File: src/rtl/mem_burst_master.sv
// Burst front-end: splits a burst command into single-word memory accesses,
// one outstanding at a time. Define MEM_BURST_WRAP_EN for window-wrapping addresses.
module mem_burst_master #(
  parameter int unsigned LEN_W = 4
) (
  input  logic             clk,
  input  logic             arst,
  input  logic             cmd_valid_i,
  output logic             cmd_ready_o,
  input  logic [31:0]      cmd_addr_i,
  input  logic [LEN_W-1:0] cmd_len_i,
  input  logic             cmd_write_i,
  input  logic [3:0]       cmd_bsel_i,
  input  logic             wdat_valid_i,
  output logic             wdat_ready_o,
  input  logic [31:0]      wdat_data_i,
  output logic             rdat_valid_o,
  input  logic             rdat_ready_i,
  output logic [31:0]      rdat_data_o,
  output logic             rdat_last_o,
  output logic             done_o,
  output logic [31:0]      mem_rd_addr_o,
  output logic [31:0]      mem_wr_addr_o,
  output logic             mem_rd_en_o,
  output logic             mem_wr_en_o,
  output logic [31:0]      mem_wr_data_o,
  output logic [3:0]       mem_wr_bsel_o,
  input  logic [31:0]      mem_rd_data_i,
  input  logic             mem_rd_valid_i,
  input  logic             mem_wr_ack_i
);

  typedef enum logic [2:0] {StIdle, StWdata, StIssue, StWait, StOut, StDone} state_e;

  state_e             state_q, state_d;
  logic [31:0]        addr_q, addr_d;
  logic [LEN_W-1:0]   len_q, len_d;
  logic [LEN_W-1:0]   cnt_q, cnt_d;
  logic               write_q, write_d;
  logic [3:0]         bsel_q, bsel_d;
  logic [31:0]        wbuf_q, wbuf_d;
  logic [31:0]        rdat_data_q, rdat_data_d;
  logic               rdat_valid_q, rdat_valid_d;
  logic               rdat_last_q, rdat_last_d;
  logic [31:0]        addr_inc;
  logic               last_beat;

`ifdef MEM_BURST_WRAP_EN
  // Only the low LEN_W bits advance, keeping the burst inside its aligned window.
  assign addr_inc = {addr_q[31:LEN_W], addr_q[LEN_W-1:0] + LEN_W'(1)};
`else
  assign addr_inc = addr_q + 32'd1;
`endif

  assign last_beat = (cnt_q == len_q);

  always_ff @(posedge clk or posedge arst) begin
    if (arst) begin
      state_q      <= StIdle;
      addr_q       <= '0;
      len_q        <= '0;
      cnt_q        <= '0;
      write_q      <= 1'b0;
      bsel_q       <= '0;
      wbuf_q       <= '0;
      rdat_data_q  <= '0;
      rdat_valid_q <= 1'b0;
      rdat_last_q  <= 1'b0;
    end else begin
      state_q      <= state_d;
      addr_q       <= addr_d;
      len_q        <= len_d;
      cnt_q        <= cnt_d;
      write_q      <= write_d;
      bsel_q       <= bsel_d;
      wbuf_q       <= wbuf_d;
      rdat_data_q  <= rdat_data_d;
      rdat_valid_q <= rdat_valid_d;
      rdat_last_q  <= rdat_last_d;
    end
  end

  always_comb begin
    state_d      = state_q;
    addr_d       = addr_q;
    len_d        = len_q;
    cnt_d        = cnt_q;
    write_d      = write_q;
    bsel_d       = bsel_q;
    wbuf_d       = wbuf_q;
    rdat_data_d  = rdat_data_q;
    rdat_valid_d = rdat_valid_q;
    rdat_last_d  = rdat_last_q;
    unique case (state_q)
      StIdle: begin
        if (cmd_valid_i) begin
          addr_d  = cmd_addr_i;
          len_d   = cmd_len_i;
          write_d = cmd_write_i;
          bsel_d  = cmd_bsel_i;
          cnt_d   = '0;
          state_d = cmd_write_i ? StWdata : StIssue;
        end
      end
      StWdata: begin
        if (wdat_valid_i) begin
          wbuf_d  = wdat_data_i;
          state_d = StIssue;
        end
      end
      StIssue: state_d = StWait;
      StWait: begin
        // Responses of the wrong type are dropped; only the matching one advances.
        if (!write_q && mem_rd_valid_i) begin
          rdat_data_d  = mem_rd_data_i;
          rdat_valid_d = 1'b1;
          rdat_last_d  = last_beat;
          state_d      = StOut;
        end else if (write_q && mem_wr_ack_i) begin
          if (last_beat) begin
            state_d = StDone;
          end else begin
            addr_d  = addr_inc;
            cnt_d   = cnt_q + LEN_W'(1);
            state_d = StWdata;
          end
        end
      end
      StOut: begin
        if (rdat_ready_i) begin
          rdat_valid_d = 1'b0;
          if (last_beat) begin
            state_d = StDone;
          end else begin
            addr_d  = addr_inc;
            cnt_d   = cnt_q + LEN_W'(1);
            state_d = StIssue;
          end
        end
      end
      StDone:  state_d = StIdle;
      default: state_d = StIdle;
    endcase
  end

  always_comb begin
    cmd_ready_o   = (state_q == StIdle);
    wdat_ready_o  = (state_q == StWdata);
    mem_rd_en_o   = (state_q == StIssue) && !write_q;
    mem_wr_en_o   = (state_q == StIssue) && write_q;
    done_o        = (state_q == StDone);
    mem_rd_addr_o = addr_q;
    mem_wr_addr_o = addr_q;
    mem_wr_data_o = wbuf_q;
    mem_wr_bsel_o = bsel_q;
    rdat_valid_o  = rdat_valid_q;
    rdat_data_o   = rdat_data_q;
    rdat_last_o   = rdat_last_q;
  end

endmodule

File: config.mk
export PLATFORM = sky130hd
export DESIGN_NAME = mem_burst_master
export DESIGN_NICKNAME = d
export VERILOG_FILES = /design/src/rtl/mem_burst_master.sv
export SDC_FILE = /design/constraint.sdc
export NUM_CORES = 1
export LEC_CHECK = 0
export ABC_CLOCK_PERIOD_IN_PS = 5000
export CAP_MARGIN = 40
export CORE_AREA = 2 2 118 120
export CTS_BUF_LIST = sky130_fd_sc_hd__clkbuf_4
export CTS_CLUSTER_SIZE = 8
export DETAILED_ROUTE_END_ITERATION = 6
export DIE_AREA = 0 0 120 122
export PLACE_DENSITY = 0.86
export SLEW_MARGIN = 20
export SYNTH_ARGS = -nofsm -noshare
export SYNTH_HDL_FRONTEND = slang
export SYNTH_SLANG_ARGS = --single-unit
File: constraint.sdc
create_clock -name clk -period 5 [get_ports clk]
set_input_delay 1.25 -clock clk [delete_from_list [all_inputs] [get_ports clk]]
set_output_delay 1.25 -clock clk [all_outputs]
set_load 0.01 [all_outputs]
* Yosys cells after proc, flatten, opt, wreduce, memory -nomap -nowiden *
Index checks and enable logic that the tools add are counted.

storage, ports and cells
  bits in registers = 114
  input port bits = 112
  output and inout port bits = 139
  logic and storage cells = 63

cells by class
  add/sub/neg operators = 2
  eq/ne operators = 13
  mux-type cells = 24
  reduce and logical (&&, ||, !) cells = 14

operators with widths
  cell                   number
  $mux 32                5
  $pmux 32 s3            1
  $add 32x1->32 const B  1
  $mux 3                 7
  $mux 4                 5
  $pmux 3 s5             1
  $ne 2x2->1 const B     6
  $pmux 4 s3             1
  $eq 3x2->1 const B     2
  $eq 3x3->1 const B     2
  $reduce_and 2->1       3
  $reduce_and 5->1       1
  $add 4x1->4 const B    1
  $eq 4x4->1             1
  $logic_and 1x1->1      4
  $reduce_and 4->1       1
  $eq 3x1->1 const B     1
  $logic_not 3->1        1
  $ne 3x3->1 const B     1
  $reduce_and 3->1       1
  $reduce_bool 3->1      1
  $mux 1                 2
  $mux 2                 1
  $pmux 1 s2             1
  2 further kinds        2

* Logic depth before layout (Yosys ltp) *
Gate-level depths: netlist of the first run.

  depth in word-level cells = 5
  gate-level depth with buffers = 7
  gate-level depth less buffers = 6

* Worst setup path before layout of the first run *
OpenSTA, ideal clock, no wires.

  kind = in2reg
  from = input mem_wr_ack_i
  to = register addr_q[19] (netlist: mem_rd_addr_o[19])
  library setup time = 0.127 ns
  data arrival time = 2.188 ns
  required time = 4.873 ns
  setup slack = 2.685 ns
  stages = 5
  buffers on the path = 1
  cell sequence = a32oi_2 -> o21a_1 -> buf_2 -> nor2_1 -> o2bb2a_1

between the ends
  cells in the longest elaborated chain, start to end = 3

ends and longest elaborated chain
  element                            RTL line  text
  start: declaration                 30        input logic mem_wr_ack_i
  $logic_and 1x1->1                  119       end else if (write_q && mem_wr_ack_i) begin
  $ne 2x2->1 (no source line)        n/a
  $reduce_and 5->1 (no source line)  n/a
  end signal: assignment             71        addr_q <= addr_d;
  end: declaration                   36        logic [31:0] addr_q, addr_d;

Every way passes these cells.
A chain may end at the register's enable or synchronous reset.

* Worst setup path after layout of the first run *
  from = register state_q[1]
  to = output mem_wr_en_o

between the ends
  cells in the longest elaborated chain, start to end = 2

ends and longest elaborated chain
  element                   RTL line  text
  start: declaration        35        state_e state_q, state_d;
  start signal: assignment  59        state_q <= StIdle;
  start signal: assignment  70        state_q <= state_d;
  $eq 3x2->1                150       mem_wr_en_o = (state_q == StIssue) && write_q;
  $logic_and 1x1->1         150
  end: declaration          25        output logic mem_wr_en_o,

Every way passes these cells.

==> metrics.txt, run 1 <==
P per Cell Area=661 nW/µm²; Final Cell Area=8420 µm²; Worst-Margin Slew=0.875 ns; post-route ant nets=0; crit-path max FO=8; Seq/Total Area, Yosys=50.8%; Top Ports=251; CTS tree=done; dpl hpwl=11500 µm; Max Slew Vio Count=0; ratio of cells with drive above 1 in the final layout=16.0%; hold crit path type=reg2reg; setup TNS=0 ns; gpl congestion=0.890; register share of total power=33.1%; Nets=851; Worst EP required=3.75 ns; hold buffers post-CTS=0; final setup skew=0.0136 ns; Clock power frac=15.2%; Post-CTS Setup Bufs=0; RSZ-0062 raised after global routing=false; number of synthesized register bits=114; I/O Buffers=250; initial antenna violation count=0; Syn Area/Cell=10.8 µm²; Fin. Hold Viols=0; n_diodes=0; CP max-delay cell=clkdlybuf4s50_1; switching power=2.05 mW; global-route wire length before repair=24400 µm; drt wl/cell=17.0 µm; combinational power share=51.7%; Peak VDD IR=0.321 mV; Post-Route WL=15800 µm; DRC viols=0; startpoint types=flop; root buffer cell=clkbuf_4; M2 GR Usage=36.7%; Top Family by Delay on Critical Path=buffers and inverters; Vias/cell=5.31; critical path class=reg2out; clock sinks=114; die area=14600 µm²; chip height=122 µm; CP max stage delay=0.59 ns; Worst-Skew Late Latency=0.53 ns; Sw Share=36.9%; Top Usage Layer GRT=met2; mapped cell area=5610 µm²; Primary FF master, synth=dfrtp_1; fmax=0.301 GHz; total number of vias=4936; GRT Util Overall=21.2%; Die Span X=120 µm; num rows=43; GR Util met3=6.74%; EDFF count, synth=0; Netlist cell types=54; drt pass-1 iters=7; core footprint=13500 µm²; final core utilization=62.4%; GRT overflow=0; initial core utilization=41.6%; Cell Area, Placed=8040 µm²; Tcrit/Tclk final=66.5%; CP arrival=2.07 ns; post-layout min period=3.32 ns; vias in the first global route=4847; largest net degree at the start of global routing=51; worst rel slew slack=41.6%; max cap viols=0; Max H-tree Level=4; min setup slack post-route=1.68 ns; Pint=3.51 mW; pre-CTS WS=1.78 ns; Syn Inst Count=522; deepest clock path buffer count=2; DR iter-0 viols=419; Worst Path Buf+Inv=2; asr flop ratio synth=100%; CTS clk-pin slew, worst paths=0.10 ns; Syn Nets=636; Crit. End Element=output port; critical-path cell list=inv_2, nor4b_1, clkdlybuf4s50_1; cts bufs inserted=17; Leak=3.45 nW; area grow syn2layout=50.0%; Final Setup Violations=0; met1 Track Usage GR=24.7%; synth warn=0; Post-CTS Resized=0; outcome=finished clean
[power by group through the flow]
stage | Clock, mW | Sequential [mW] | Combinational [mW]
after detailed placement | 0 | 1.86 | 2.85
after global routing | 0.903 | 1.91 | 3.09
final | 0.845 | 1.84 | 2.87
after global placement | 0 | 1.80 | 2.77
after floorplan | 0 | 1.92 | 1.44
after CTS | 0.861 | 1.84 | 2.87
[cells in the mapped netlist, types with 3 or more instances]
library cell | count | share of area, %
mux2i_1 | 3 | 0.54
o22a_1 | 10 | 1.6
xnor2_1 | 4 | 0.62
inv_1 | 3 | 0.20
a211oi_1 | 5 | 0.67
mux2_2 | 66 | 13
o21ai_0 | 28 | 2.5
and4_1 | 6 | 0.94
nand2_1 | 58 | 3.9
dfrtp_1 | 114 | 51
nor2_1 | 31 | 2.1
and3_1 | 10 | 1.1
clkbuf_1 | 10 | 0.67
a31oi_1 | 7 | 0.78
buf_4 | 32 | 4.3
nand4_1 | 8 | 0.89
o22ai_1 | 10 | 1.1
buf_2 | 19 | 1.7
nor3_1 | 4 | 0.36
and2_1 | 4 | 0.45
nand3_1 | 14 | 1.2
a21oi_1 | 29 | 2.6
[worst paths after layout]
kind,start,to,slack (ns),cells past startpoint
max in group asynchronous,arst,state_q[0],3.25,3
setup / recovery,state_q[1],mem_wr_en_o,1.68,3
setup reg to reg,state_q[2],mem_rd_addr_o[15],2.46,5
hold / removal,mem_wr_bsel_o[1],mem_wr_bsel_o[1],0.51,2
hold reg to reg,mem_wr_bsel_o[1],mem_wr_bsel_o[1],0.51,2
min in group asynchronous,arst,mem_wr_data_o[10],1.12,2
[worst reg2reg max path, delay by kind of cell (launching register included)]
kind               cells  cell delay, ns
DFF                    1            0.62
AOI/OAI and AO/OA      4            1.36
and+or+nand+nor        1            0.45
[flip-flops by register name, summed over array words and instances (netlist names)]
register,flops
rdat_data_o,32
rdat_last_o,1
write_q,1
state_q,3
mem_wr_bsel_o,4
mem_rd_addr_o,32
cnt_q,4
mem_wr_data_o,32
len_q,4
rdat_valid_o,1
[metrics by stage]
stage | instances | hold WS [ns] | power, mW
after CTS | 929 | 0.513 | 5.57
after global placement | 896 | 0.467 | 4.58
after floorplan | 522 | 0.467 | 3.36
final | 930 | 0.509 | 5.56
after detailed placement | 897 | 0.478 | 4.71
after global routing | 930 | 0.526 | 5.90
[final cells by class]
class / count / area, µm²
flip-flops and latches: 114 / 2850
multi-input cells: 342 / 2370
repair buffers: 258 / 2590
clock inverters: 13 / 214
clock buffers: 19 / 143
well taps: 180 / 225
fillers: 1057 / 5080
inverters: 4 / 20.0
[cell families (layout without fill, tap and decap cells)]
kind of cell             count (synthesis)  count (layout)  share of synthesized area (%)
flip-flops                             114             114                           50.8
AND/OR/NAND/NOR                        153             153                           14.2
XOR/XNOR                                 4               4                          0.624
multiplexers                            69              69                           13.8
buffers and inverters                   66             294                           6.98
adder cells (fa/ha/maj)                  2               2                          0.446
AO/OA/AOI/OAI                          114             114                           13.2
[layer usage]
metal | part of all wire (%) | wire, µm | vias to the layer above
met4 | 1.7 | 271 | 0
met1 | 39 | 6230 | 2370
li1 | - | - | 2301
met3 | 7.5 | 1180 | 27
met5 | 0 | 0 | -
met2 | 51 | 8130 | 238
[cells in the final DEF (no fill, tap or decap), types with 3 or more instances in the layout]
| master | instances |
|---|---|
| a211oi_1 | 5 |
| a21oi_1 | 29 |
| a31oi_1 | 7 |
| and2_1 | 4 |
| and3_1 | 10 |
| and4_1 | 6 |
| buf_4 | 6 |
| bufinv_16 | 6 |
| clkbuf_4 | 19 |
| clkdlybuf4s50_1 | 250 |
| clkinv_1 | 3 |
| clkinv_2 | 3 |
| dfrtp_1 | 114 |
| mux2_2 | 66 |
| mux2i_1 | 3 |
| nand2_1 | 58 |
| nand3_1 | 14 |
| nand4_1 | 8 |
| nor2_1 | 30 |
| nor3_1 | 4 |
| o21ai_0 | 28 |
| o22a_1 | 10 |
| o22ai_1 | 10 |
| xnor2_1 | 4 |
(Power assumes the default switching activity.)
==> inputs of run 2 (changes only) <==
- ABC_CLOCK_PERIOD_IN_PS: 5000 -> 3200
- clock period: 5 -> 3.2 ns (I/O delays scaled with it)
==> run 2 against run 1 <==
Cell count rose by 0.43%. Worst setup slack got worse by 1.4 ns. Sequential share of layout area rose by 0.15 points. Sequential power rose by 56%. Wire length rose by 0.51%. Non-clock buffer count rose by 4. Worst hold slack got worse by 0.022 ns. Sequential cell count did not move. Clock skew rose by 0.0064 ns. First-iteration DRC count rose by 7.6%. Clock-buffer cell count did not move. Die area did not move. Critical endpoint unchanged. Largest cell class unchanged. Largest power group unchanged. Highest routed layer unchanged.
==> metrics.txt, run 2 (same netlist as run 1, synthesis figures left out) <==
outcome=finished clean; Die Span X=120 µm; drt wl/cell=17.0 µm; GRT Util Overall=22.0%; Setup crit start=state_q[1]; Sw Share=37.9%; chip height=122 µm; Worst EP required=2.40 ns; clock sinks=114; critical-path cell list=inv_2, nor4b_1, clkdlybuf4s50_1; crit-path max FO=8; Fin. Hold Viols=0; total number of vias=5009; die area=14600 µm²; WHS Path Cells=2; Nets=855; number of fill cells=1067; area grow syn2layout=49.4%; max cap viols=0; fmax=0.343 GHz; largest net degree at the start of global routing=46; CP max stage delay=0.62 ns; hold crit path type=reg2reg; GRT overflow=0; Cell Area, Placed=8080 µm²; reg2reg end=mem_rd_addr_o[5]; Clock power frac=12.7%; worst rel slew slack=57.4%; flop2flop setup slack=0.78 ns; CTS clk-pin slew, worst paths=0.10 ns; post-route ant nets=0; root buffer cell=clkbuf_4; gpl congestion=0.842; total power=8.46 mW; Max H-tree Level=4; initial antenna violation count=1; setup TNS=0 ns; combinational power share=53.4%; most common cell after layout, fill and taps aside=clkdlybuf4s50_1; dpl hpwl=11900 µm; ratio of cells with drive above 1 in the final layout=16.6%; Hold Path End=mem_wr_bsel_o[1]; hold_sp=mem_wr_bsel_o[1]; critical path class=reg2out; Worst Path Buf+Inv=2; r2r startpoint=state_q[2]; I/O Buffers=250; CTS tree=done; post-layout min period=2.92 ns; Post-CTS Resized=0; Worst-Skew Late Latency=0.53 ns; P per Cell Area=1010 nW/µm²; hold buffers post-CTS=0; DR iter-0 viols=451; final core utilization=62.1%; Worst Reg2Reg Path Length in Cells=6; RSZ-0062 raised after global routing=false; Crit. End Element=output port; Top Ports=251; Final Setup Violations=0; Pint=5.25 mW; startpoint types=flop; switching power=3.21 mW; most frequent cells in the layout=250 x clkdlybuf4s50_1, 114 x dfrtp_1, 66 x mux2_2; deepest clock path buffer count=2; Final Cell Area=8380 µm²; drt pass-1 iters=5; Post-Route WL=15900 µm; Leak=3.43 nW; CP arrival=2.12 ns; Max Slew Vio Count=0; Peak VDD IR=0.477 mV; core footprint=13500 µm²; Vias/cell=5.36; register share of total power=33.9%; Tcrit/Tclk final=91.2%; DRC viols=0; CP max-delay cell=clkdlybuf4s50_1; global-route wire length before repair=25300 µm; Post-CTS Setup Bufs=0; cts bufs inserted=17; initial core utilization=41.6%; vias in the first global route=5068; Top Family by Delay on Critical Path=buffers and inverters; num rows=43; Worst-Margin Slew=0.639 ns; final setup skew=0.0200 ns
[run 2: cell count changes in the layout (fill, tap and decap cells not counted), sizes merged]
cell,previous run,this run
inv,4,3
bufinv,6,3
clkinvlp,1,4
diode,0,1
buf,8,12
[run 2: worst register-to-register path, stage by stage, from the launching register on]
cell and delay (ns):
dfrtp_1 0.62, nor3b_2 0.44, or2_2 0.60, buf_4 0.33, nand2_1 0.09, a2bb2oi_1 0.13
o21ai_0 0.16
[run 2: per-layer routing]
layer | wire [µm] | global-route usage (%) | share of wire [%] | vias to the layer above
li1 | - | - | - | 2315
met1 | 6030 | 24.2 | 38 | 2425
met2 | 8250 | 38.6 | 52 | 243
met3 | 1380 | 8.61 | 8.7 | 26
met4 | 234 | 7.72 | 1.5 | 0
met5 | 0 | 0 | 0 | -
[run 2: how the worst max path moves through the flow]
stage,end,slack [ns],depth (start not counted)
5_1_grt,mem_rd_en_o,0.16,3
3_5_place_dp,mem_rd_addr_o[19],0.61,5
4_1_cts,mem_wr_en_o,0.24,3
3_3_place_gp,cnt_q[3],0.66,6
6_report,mem_wr_en_o,0.28,3
2_1_floorplan,cnt_q[0],1.01,1
[run 2: power groups by stage]
stage | clock, mW | sequential (mW) | combinational, mW
2_1_floorplan | 0 | 3.00 | 2.25
3_3_place_gp | 0 | 2.83 | 4.38
3_5_place_dp | 0 | 2.90 | 4.53
4_1_cts | 1.11 | 2.87 | 4.54
5_1_grt | 1.17 | 2.99 | 4.87
6_report | 1.08 | 2.87 | 4.52
[run 2: final cells by class]
cell class	count	area, µm²	area share (%)
Antenna cell	1	2.50	0.0298
Clock buffer	19	143	1.70
Clock inverter	12	141	1.69
Inverter	4	18.8	0.224
Multi-Input combinational cell	342	2370	28.3
Sequential cell	114	2850	34.0
Tap cell	180	225	2.69
Timing Repair Buffer	262	2630	31.4
[run 2: per-stage QoR]
stage               worst slack, ns  hold slack [ns]  std cells
floorplan                      1.01            0.467        522
global placement              0.664            0.462        901
detailed placement            0.608            0.471        901
CTS                           0.244            0.496        932
global route                  0.163            0.505        934
finish                        0.281            0.488        934
==> inputs of run 3 (changes only) <==
- CAP_MARGIN: 40 -> 20
- REMOVE_ABC_BUFFERS: default -> 1
==> run 3 against run 2 <==
Sequential cell count stayed put. Via count decreased by 0.62%. Non-clock buffer count is 3 lower. Die area unchanged. Maximum frequency increased by 2.5%. Worst hold slack gained 0.0052 ns. Global-route usage fell by 0.30 points. Final area down 0.76%. Cell count fell by 0.21%. Wire length decreased by 0.38%. Power down 1.5%.
==> metrics.txt, run 3 (same netlist as run 1, synthesis figures left out) <==
num rows=43; Fin. Hold Viols=0; end of the critical path=mem_wr_en_o; hold buffers post-CTS=0; Post-CTS Setup Bufs=0; global-route wire length before repair=24900 µm; critical-path cell list=inv_2, nor4b_1, clkdlybuf4s50_1; final core utilization=61.6%; RSZ-0062 raised after global routing=false; drt wl/cell=17.0 µm; final setup skew=0.0173 ns; Cell Area, Placed=8070 µm²; Top Family by Delay on Critical Path=buffers and inverters; fmax=0.351 GHz; most common cell after layout, fill and taps aside=clkdlybuf4s50_1; GRT overflow=0; Top Ports=251; CTS clk-pin slew, worst paths=0.10 ns; total number of vias=4978; Worst-Skew Late Latency=0.52 ns; Die Span X=120 µm; max cap viols=0; reg2reg end=mem_rd_addr_o[15]; largest net degree at the start of global routing=61; DR iter-0 viols=337; flop2flop setup slack=0.49 ns; Max H-tree Level=4; critical path class=reg2out; gpl congestion=0.834; vias in the first global route=4979; outcome=finished clean; r2r startpoint=state_q[2]; worst rel slew slack=28.2%; Post-CTS Resized=0; number of fill cells=1085; CP max stage delay=0.60 ns; Setup crit start=state_q[1]; hold crit path type=reg2reg; CP max-delay cell=clkdlybuf4s50_1; Peak VDD IR=0.445 mV; cts bufs inserted=17; dpl hpwl=11500 µm; die area=14600 µm²; Worst Path Buf+Inv=2; initial antenna violation count=1; most frequent cells in the layout=250 x clkdlybuf4s50_1, 114 x dfrtp_1, 66 x mux2_2; drt pass-1 iters=5; ratio of cells with drive above 1 in the final layout=16.4%; CP arrival=2.05 ns; I/O Buffers=250; clock sinks=114; Vias/cell=5.34; Final Setup Violations=0; DRC viols=0; GRT Util Overall=21.7%; Final Cell Area=8320 µm²; Worst-Margin Slew=1.08 ns; final hold slack=0.493 ns; post-route ant nets=0; root buffer cell=clkbuf_4; chip height=122 µm; crit-path max FO=8; area grow syn2layout=48.2%; Worst EP required=2.40 ns; initial core utilization=41.6%; Crit. End Element=output port; CTS tree=done; P per Cell Area=1000 nW/µm²; Nets=852; Tcrit/Tclk final=89.0%; CP Depth=3; Leak=3.40 nW; deepest clock path buffer count=2; Max Slew Vio Count=0; post-layout min period=2.85 ns; Worst Reg2Reg Path Length in Cells=5; startpoint types=flop; Post-Route WL=15800 µm; core footprint=13500 µm²
run 3: power breakdown:
group	total, mW	leakage (nW)	switching, mW	internal [mW]
registers	2.86	1.36	0.712	2.15
clock network	0.958	0.135	0.570	0.388
logic	4.51	1.91	1.95	2.56
total	8.33	3.40	3.23	5.10
run 3: how the worst min path moves through the flow:
stage | startpoint | to | slack, ns | cells after the start
after detailed placement | mem_wr_bsel_o[2] | mem_wr_bsel_o[2] | 0.47 | 2
after global routing | mem_wr_bsel_o[2] | mem_wr_bsel_o[2] | 0.52 | 2
after CTS | mem_wr_bsel_o[2] | mem_wr_bsel_o[2] | 0.50 | 2
final | mem_wr_bsel_o[2] | mem_wr_bsel_o[2] | 0.49 | 2
after floorplan | len_q[0] | len_q[0] | 0.47 | 2
after global placement | mem_wr_bsel_o[0] | mem_wr_bsel_o[0] | 0.46 | 2
run 3: layout make-up:
class / count / area (µm²) / area share [%]
Tap cell: 180 / 225 / 2.71
Multi-Input combinational cell: 342 / 2380 / 28.6
Antenna cell: 1 / 2.50 / 0.0301
Inverter: 4 / 17.5 / 0.211
Clock inverter: 14 / 116 / 1.40
Timing Repair Buffer: 259 / 2590 / 31.2
Sequential cell: 114 / 2850 / 34.3
Clock buffer: 18 / 135 / 1.62
run 3: routing by layer:
metal	vias up	part of all wire [%]	GRT usage [%]
li1	2297	-	-
met1	2448	40	25.1
met2	208	52	38.4
met3	25	6.4	4.82
met4	0	2.3	9.49
met5	-	0	0
run 3: worst min-delay path, delay by kind of cell (launching register included):
kind	cells	cell delay, ns
flip-flops	1	0.35
AND/OR/NAND/NOR	2	0.11
run 3: per-stage QoR:
step | power [mW] | setup slack [ns] | TNS [ns] | cells
2_1_floorplan | 4.88 | -0.616 | -70.19 | 460
3_3_place_gp | 7.22 | 0.312 | 0 | 899
3_5_place_dp | 7.41 | 0.258 | 0 | 899
4_1_cts | 8.39 | 0.306 | 0 | 931
5_1_grt | 8.88 | 0.224 | 0 | 932
6_report | 8.33 | 0.352 | 0 | 932
==> edit, RTL diff (flow settings as in run 3) <==
Re-encode `state_e` (6 states) as one-hot, 6 bits wide.
--- a/src/rtl/mem_burst_master.sv
+++ b/src/rtl/mem_burst_master.sv
@@ -31,5 +31,5 @@
 );
 
-  typedef enum logic [2:0] {StIdle, StWdata, StIssue, StWait, StOut, StDone} state_e;
+  typedef enum logic [5:0] {StIdle = 6'b000001, StWdata = 6'b000010, StIssue = 6'b000100, StWait = 6'b001000, StOut = 6'b010000, StDone = 6'b100000} state_e;
 
   state_e             state_q, state_d;
Check against the original RTL: no difference found for any inputs over 4 cycles, from zero or initial values and one cycle with arst high; so few cycles prove little.
==> edit against run 3 <==
Critical path depth increased by 1. Final cell count increased by 3.1%. Register-to-register slack improved by 0.02 ns. Setup slack got worse by 0.23 ns. Clock skew is 0.0029 ns higher. Fmax shrank 7.4%. Wire length up 9.3%. Total power shrank 5.3%. Sequential cell count up 3. Design area up 3.9%. First-iteration DRC count up 30%. Area after synthesis grew 3.3%. Critical endpoint is now cmd_ready_o.
==> edit: results (changes against run 3) <==
metric;value;unit;change
M3 GR Usage;0.0866;;+0.0384
final WL;17.3;mm;+9.3%
post-place setup slack;0.305;ns;+0.0462 ns
Max rail drop VDD;500;uV;+12%
Fill cells;1038;;-4.3%
Worst Path Max Fanout;7;;-1
ranking of synthesized cells by area;dfrtp_1 50%, mux2_2 13%, buf_4 4.5%, nand2_1 3.6%, nor2_1 2.2%;;
largest net degree at the start of global routing;44;;-28%
CP Launch Point;state_q[3]$_DFFE_PP0P_;;
RR Startpoint;state_q[1]$_DFFE_PP0P_;;
Worst Hold End;mem_wr_bsel_o[3]$_DFFE_PP0P_;;
register area share after synthesis;0.505;;-0.00329
CP Capture Point;cmd_ready_o;;
via count;5268;;+5.8%
met3 WL;1.78;mm;+76%
RePlAce Congestion;0.875;;+4.9%
routed wl met2;8.64;mm;+5.3%
GR Util All Layers;0.237;;+0.0200
Detailed Place HPWL;12.7;mm;+10%
worst clock skew;0.0202;ns;+0.00289 ns
worst-skew pair later-pin latency;0.54;ns;+0.02 ns
number of distinct library cells after synthesis;63;;+17%
nets;881;;+3.4%
share of layout cells above drive strength 1;0.163;;-0.000961
status;finished, final reports clean;;
r2r setup slk;0.51;ns;+0.02 ns
Worst Tran Pin Value;0.820;ns;-0.257 ns
worst hold slack;0.482;ns;-0.0106 ns
==> edit: cell types whose count changed in the layout (fill, tap and decap cells not counted), moves of 7 or more <==
cell and delta:
a21oi_1 -10, a31oi_1 +13, inv_1 +7, nand3_1 +7, nor3_1 +7, o21ai_0 -10, o32a_1 +9
==> edit: per-stage QoR <==
step	cell area, um2	std cells
2_1_floorplan	5420	483
3_3_place_gp	8290	928
3_5_place_dp	8290	928
4_1_cts	8630	960
5_1_grt	8650	961
6_report	8650	961
==> edit: cell families (layout without fill, tap and decap cells) <==
| kind of cell | Yosys count | count (layout) | synth area share |
|---|---|---|---|
| buf+inv | 71 | 307 | 0.0723 |
| mux | 67 | 67 | 0.130 |
| fa+ha+maj | 2 | 2 | 0.00431 |
| flops | 117 | 117 | 0.505 |
| other cells | 0 | 1 | 0 |
| compound gates | 110 | 110 | 0.129 |
| simple gates | 171 | 171 | 0.151 |
| xor+xnor | 6 | 6 | 0.00906 |
==> edit: cell type report <==
class                      count  area [um2]  share of cell area
antenna                        1        2.50            0.000289
sequential                   117        2930               0.339
clock inverter                12         184              0.0213
inverter                      10        40.0             0.00463
multi-input combinational    356        2470               0.286
timing repair buffer         265        2640               0.305
clock buffer                  20         150              0.0174
tap                          180         225              0.0260
==> edit: repair_timing <==
item	CTS	global route
resized for setup	1	2
setup buffers	0	0
endpoints found under the setup margin	1	1
pin swaps	0	0
cloned	0	0
==> edit: worst max-delay path, cell delays in order, from the launching register on <==
cell	delay, ns
dfrtp_1	0.47
nor4_4	0.34
nand3b_1	0.18
inv_1	0.18
clkdlybuf4s50_1	0.58
==> edit: report_power, final <==
group	switching, mW	internal [mW]
combinational	1.73	2.19
clock	0.560	0.714
sequential	0.610	2.09
total	2.90	4.99
